==> src/rtl/cpu_l1_pkg.sv <==
// Shared types and constants for the bit-serial front end of the 16:1 mux.
// Optional build macro: SER_PARITY_EN adds a trailing even-parity beat.
package cpu_l1_pkg;

  localparam int SER_WORD_W = 16;
  localparam int SER_IDX_W  = 4;

`ifdef SER_PARITY_EN
  typedef enum logic [1:0] {
    IDLE   = 2'd0,
    SHIFT  = 2'd1,
    PARITY = 2'd2
  } ser_state_t;
`else
  typedef enum logic [1:0] {
    IDLE  = 2'd0,
    SHIFT = 2'd1
  } ser_state_t;
`endif

  // Even parity over a whole data word: 1 when the word has an odd number of ones.
  function automatic logic even_parity(input logic [SER_WORD_W-1:0] word);
    return ^word;
  endfunction

endpackage

==> src/rtl/ser_bit_counter.sv <==
// Loadable bit-index counter with enable and terminal-count flag.
// DOWN=0 counts 0 -> 15, DOWN=1 counts 15 -> 0; reset lands on the start index.
module ser_bit_counter
  import cpu_l1_pkg::*;
#(
  parameter bit DOWN = 1'b0
) (
  input  logic                 clk,
  input  logic                 rst,
  input  logic                 load,
  input  logic [SER_IDX_W-1:0] load_val,
  input  logic                 en,
  output logic [SER_IDX_W-1:0] count,
  output logic                 tc
);

  localparam logic [SER_IDX_W-1:0] START_IDX = DOWN ? '1 : '0;
  localparam logic [SER_IDX_W-1:0] END_IDX   = DOWN ? '0 : '1;

  logic [SER_IDX_W-1:0] count_reg;

  // Load has priority over stepping so a new word always starts cleanly.
  always_ff @(posedge clk) begin
    if (rst) begin
      count_reg <= START_IDX;
    end else if (load) begin
      count_reg <= load_val;
    end else if (en) begin
      if (DOWN) count_reg <= count_reg - 1'b1;
      else      count_reg <= count_reg + 1'b1;
    end
  end

  assign count = count_reg;
  assign tc    = (count_reg == END_IDX);

endmodule

==> src/rtl/word16_serializer.sv <==
// Word-to-bit serializer feeding a 16:1 one-bit mux: holds the accepted word,
// walks the select index and presents the selected bit over valid/ready.
// Optional build macro: SER_PARITY_EN appends one even-parity beat per word.
module word16_serializer
  import cpu_l1_pkg::*;
#(
  parameter int MSB_FIRST = 0
) (
  input  logic                  clk,
  input  logic                  rst,
  input  logic                  load_valid,
  output logic                  load_ready,
  input  logic [SER_WORD_W-1:0] load_data,
  output logic [SER_WORD_W-1:0] hold_bits,
  output logic [SER_IDX_W-1:0]  sel,
  output logic                  ser_valid,
  input  logic                  ser_ready,
  output logic                  ser_bit,
  output logic                  ser_last,
  output logic                  busy
);

  localparam logic [SER_IDX_W-1:0] START_IDX = (MSB_FIRST != 0) ? 4'd15 : 4'd0;
`ifndef SER_PARITY_EN
  // Index one step before the end; reaching it means the next beat is the last.
  localparam logic [SER_IDX_W-1:0] PRE_END_IDX = (MSB_FIRST != 0) ? 4'd1 : 4'd14;
`endif

  ser_state_t            state_reg;
  logic [SER_WORD_W-1:0] hold_reg;
  logic                  valid_reg;
  logic                  last_reg;
  logic                  busy_reg;

  logic                  accept;
  logic                  beat;
  logic                  cnt_load;
  logic                  cnt_en;
  logic                  cnt_tc;
  logic [SER_IDX_W-1:0]  sel_cnt;

  assign load_ready = (state_reg == IDLE) && !rst;
  assign accept     = load_valid && load_ready;
  assign beat       = valid_reg && ser_ready;

  // Counter control: step on every data beat except the final one, and
  // return to the start index when the word (including parity) completes.
  always_comb begin
    cnt_load = accept;
    cnt_en   = 1'b0;
    if (beat && (state_reg == SHIFT) && !cnt_tc) cnt_en = 1'b1;
`ifdef SER_PARITY_EN
    if (beat && (state_reg == PARITY)) cnt_load = 1'b1;
`else
    if (beat && (state_reg == SHIFT) && cnt_tc) cnt_load = 1'b1;
`endif
  end

  ser_bit_counter #(
    .DOWN(MSB_FIRST != 0)
  ) u_cnt (
    .clk     (clk),
    .rst     (rst),
    .load    (cnt_load),
    .load_val(START_IDX),
    .en      (cnt_en),
    .count   (sel_cnt),
    .tc      (cnt_tc)
  );

  // Handshake FSM with registered valid/last/busy; the word is captured once
  // and left untouched until the FSM is back in IDLE.
  always_ff @(posedge clk) begin
    if (rst) begin
      state_reg <= IDLE;
      hold_reg  <= '0;
      valid_reg <= 1'b0;
      last_reg  <= 1'b0;
      busy_reg  <= 1'b0;
    end else begin
      case (state_reg)
        IDLE: begin
          if (accept) begin
            hold_reg  <= load_data;
            state_reg <= SHIFT;
            valid_reg <= 1'b1;
            busy_reg  <= 1'b1;
            last_reg  <= 1'b0;
          end
        end
        SHIFT: begin
          if (beat) begin
            if (cnt_tc) begin
`ifdef SER_PARITY_EN
              state_reg <= PARITY;
              last_reg  <= 1'b1;
`else
              state_reg <= IDLE;
              valid_reg <= 1'b0;
              busy_reg  <= 1'b0;
              last_reg  <= 1'b0;
`endif
            end else begin
`ifdef SER_PARITY_EN
              last_reg <= 1'b0;
`else
              last_reg <= (sel_cnt == PRE_END_IDX);
`endif
            end
          end
        end
`ifdef SER_PARITY_EN
        PARITY: begin
          if (beat) begin
            state_reg <= IDLE;
            valid_reg <= 1'b0;
            busy_reg  <= 1'b0;
            last_reg  <= 1'b0;
          end
        end
`endif
        default: begin
          state_reg <= IDLE;
          valid_reg <= 1'b0;
          busy_reg  <= 1'b0;
          last_reg  <= 1'b0;
        end
      endcase
    end
  end

`ifdef SER_PARITY_EN
  assign ser_bit = (state_reg == PARITY) ? even_parity(hold_reg) : hold_reg[sel_cnt];
`else
  assign ser_bit = hold_reg[sel_cnt];
`endif

  assign hold_bits = hold_reg;
  assign sel       = sel_cnt;
  assign ser_valid = valid_reg;
  assign ser_last  = last_reg;
  assign busy      = busy_reg;

endmodule

==> config.mk <==
export PLATFORM = sky130hd
export DESIGN_NAME = word16_serializer
export DESIGN_NICKNAME = d
export VERILOG_FILES = /design/src/rtl/cpu_l1_pkg.sv /design/src/rtl/ser_bit_counter.sv /design/src/rtl/word16_serializer.sv
export SDC_FILE = /design/constraint.sdc
export NUM_CORES = 1
export LEC_CHECK = 0
export ABC_CLOCK_PERIOD_IN_PS = 1500
export BUFFER_PORTS_ARGS = -buffer_cell sky130_fd_sc_hd__buf_2
export CAP_MARGIN = 25
export CORE_UTILIZATION = 42
export DETAILED_ROUTE_END_ITERATION = 6
export PLACE_DENSITY = 0.74
export SYNTH_ARGS = -nofsm -noshare
export SYNTH_HDL_FRONTEND = slang
export SYNTH_SLANG_ARGS = --single-unit
==> constraint.sdc <==
create_clock -name clk -period 1.5 [get_ports clk]
set_input_delay 0.3 -clock clk [delete_from_list [all_inputs] [get_ports clk]]
set_output_delay 0.3 -clock clk [all_outputs]
set_load 0.02 [all_outputs]
==> results.yml <==
synthesis:
  synth_area_mm2: 0.00108
  synth_cells: 117
  ys_types: 29
  yosys_warnings: 0
  synth-seq-area-share_pct: 40.6
  ys_ff_latch: 22
  syn_avg_cell_area_um2: 9.27
  synth_nets: 139
detailed_routing:
  first_pass_iters: 4
  drt.antenna.violating_nets: 0
  drtIter0Drc: 15
  drc: 0
  vias: 1064
  wire_per_inst_um: 12.4
  via_per_inst: 5.07
  drt-total-wl_um: 2600
global_route:
  grt_max_degree: 33
  antenna_found_initial: 0
  grt_pass1_vias: 963
  grtUsageMet2_pct: 32.7
  top_usage_layer: "met2"
  grt_pass1_wl_um: 4000
  grtUsageMet1_pct: 24.1
  track_usage_pct: 19.6
  use_met3_pct: 4.35
  overflow: 0
die:
  io_pins: 45
  rows: 18
  coreArea_mm2: 0.00245
  dieArea_mm2: 0.00279
  die_y_um: 52.8
  die_x_um: 52.8
  initial_core_util_pct: 44.2
sta:
  rsz0062_at_grt: "true"
  fin_crit_sh_pct: 130
  setup_viol: 3
  worst_pin_slew_ns: 0.319
  slew_headroom_pct: 78.8
  setup_ws_ns: -0.445
  finalCriticalPeriod_ns: 1.95
  clock.fmax_mhz: 514
  fin_worst_skew_ns: 0.0137
  finalHoldViolations: 0
  timing.setup.tns_ns: -0.600
  drv_slew: 0
critical_path:
  crit_fanout: 4
  crit_start: "u_cnt.count[0]"
  crit_end: "ser_bit"
  cp.depth: 4
  worstSetupPathType: "flop to primary output"
  rr_startpoint: "u_cnt.count[0]"
  arrival_ns: 1.65
  timing.rr.end: "u_cnt.count[1]"
  cp_cell_sequence: "mux4_2, mux2i_1, mux2i_2, buf_2"
  max_stage_delay_ns: 0.48
  cp-end-kind: "primary output"
  start_kind: "flop"
  path_delay_family: "multiplexers"
  r2r_slack_ns: -0.09
  path_buf_inv: 1
  cp_slowest_cell: "mux4_2"
  reg2reg_depth: 7
  critPathRequiredTime_ns: 1.20
cts:
  path_clk_slew_ns: 0.14
  worstSkewPairLatency_ns: 0.31
  cts_tree: "done"
  root_buffer: "clkbuf_4"
  h-tree-depth: 1
  cts_sinks: 22
  clockBufferDepth: 2
  cts_buffers: 3
status:
  violations: "negative setup slack"
  status: "complete, but fails checks"
power_and_ir_drop:
  p_clk_share_pct: 33.8
  seq_power_share_pct: 46.9
  vdd_drop_max_mv: 0.611
  p_sw_mw: 0.348
  combPwrFrac_pct: 19.3
  power.internal_mw: 1.01
  netSwitchingFraction_pct: 25.6
  powerDensity_mw_per_mm2: 868
  leakage_nw: 0.709
placement:
  pre_cts_ws_ns: -0.106
  gp_congestion: 0.774
  numPortBuffers: 44
final_layout:
  nets: 203
  largest_reg_flops: 16
  drive_gt1_share_pct: 51.7
  area_delta_synth_final_pct: 44.4
  antenna_cells: 0
worst_hold_path:
  hp-class: "primary input to flop"
job:
  cap_violations: 0
## area by class of cell
type	count	area, µm²
clock buffer	3	22.5
timing repair buffer	69	420
multi-input combinational	84	602
sequential	22	450
clock inverter	1	30.0
fill	218	888
tap	30	37.5
inverter	1	3.75
## worst register-to-register path, delay by kind of cell (launching register included)
kind	cells	cell delay (ns)
buffers and inverters	3	0.40
AND/OR/NAND/NOR	1	0.19
AO/OA/AOI/OAI	2	0.32
adder cells (fa/ha/maj)	1	0.18
flip-flops	1	0.39
## Yosys cell counts
| library cell | n | area [µm²] |
|---|---|---|
| o21ai_0 | 11 | 55.1 |
| mux4_1 | 4 | 105 |
| o21ai_1 | 8 | 40.0 |
| and4b_1 | 1 | 10.0 |
| a21oi_1 | 5 | 25.0 |
| a311o_2 | 1 | 11.3 |
| and3b_2 | 1 | 10.0 |
| nor2b_1 | 1 | 6.26 |
| a311oi_1 | 1 | 8.76 |
| clkbuf_1 | 6 | 22.5 |
| nand3_1 | 2 | 10.0 |
| nor2_1 | 2 | 7.51 |
| mux2i_1 | 3 | 30.0 |
| or3_1 | 2 | 12.5 |
| nand2_1 | 17 | 63.8 |
| buf_6 | 2 | 22.5 |
| ha_1 | 2 | 25.0 |
| nand2b_1 | 16 | 100 |
| o31ai_1 | 1 | 7.51 |
| or4_1 | 1 | 7.51 |
| inv_1 | 1 | 3.75 |
| nand3b_1 | 1 | 7.51 |
| and3_4 | 1 | 11.3 |
| or3b_1 | 1 | 8.76 |
| a21boi_0 | 1 | 7.51 |
| buf_4 | 1 | 7.51 |
| nor3b_2 | 1 | 12.5 |
| buf_2 | 1 | 5.00 |
| dfxtp_1 | 22 | 440 |
## metal layers
metal / vias up / share of wire, %
li1: 531 / -
met4: 0 / 2.0
met3: 10 / 5.7
met2: 43 / 47
met5: - / 0
met1: 480 / 45
## what timing repair did
item,in CTS,in global routing
pin swaps,3,3
hold buffers,0,0
hold endpoints to repair,0,0
setup endpoints to repair,2,5
buffers inserted,3,2
resized for setup,2,7
## worst min-delay path by stage
| stage | start | endpoint | slack [ns] | cells after the start |
|---|---|---|---|---|
| 6_report | load_data[6] | hold_bits[6] | 0.17 | 3 |
| 5_1_grt | load_data[12] | hold_bits[12] | 0.17 | 3 |
| 4_1_cts | load_data[6] | hold_bits[6] | 0.16 | 3 |
| 3_5_place_dp | ser_last | ser_last | 0.48 | 2 |
| 3_3_place_gp | ser_last | ser_last | 0.46 | 2 |
| 2_1_floorplan | load_data[12] | hold_bits[12] | 0.41 | 2 |
## per-stage QoR
| step | cell area [µm²] | instances | utilization, % | power (mW) | hold WS, ns |
|---|---|---|---|---|---|
| final | 1570 | 210 | 63.8 | 1.36 | 0.170 |
| after CTS | 1530 | 208 | 62.2 | 1.37 | 0.163 |
| after global routing | 1570 | 210 | 63.8 | 1.41 | 0.166 |
| after global placement | 1450 | 201 | 58.9 | 0.898 | 0.464 |
| after floorplan | 1090 | 117 | - | 0.784 | 0.409 |
| after detailed placement | 1450 | 201 | 58.9 | 0.905 | 0.476 |
## cell families (layout without fill, tap and decap cells)
logic type / count (synthesis) / after routing / share of synthesized area [%]
AOI/OAI and AO/OA: 28 / 28 / 14.3
buffers and inverters: 11 / 74 / 5.65
muxes: 7 / 7 / 12.5
adders and majority gates: 2 / 2 / 2.31
DFF: 22 / 22 / 40.6
and+or+nand+nor: 47 / 47 / 24.7
## power by group through the flow
stage          Combinational (mW)  Clock (mW)  Sequential, mW
3_5_place_dp                0.255           0           0.651
4_1_cts                     0.259       0.469           0.638
3_3_place_gp                0.248           0           0.650
6_report                    0.263       0.459           0.638
2_1_floorplan              0.0950           0           0.689
5_1_grt                     0.284       0.485           0.643
## layout by cell type (no fill, tap or decap), types with 2 or more instances in the layout
master / n
buf_2: 44
buf_4: 24
dfxtp_1: 18
nand2_1: 17
nand2b_1: 16
o21ai_0: 10
o21ai_1: 8
mux4_2: 4
a21oi_1: 3
clkbuf_4: 3
nor2_1: 2
mux2i_1: 2
a21oi_2: 2
nand3_1: 2
dfxtp_2: 2
dfxtp_4: 2
No activity file was read; power rests on OpenSTA's default activity.
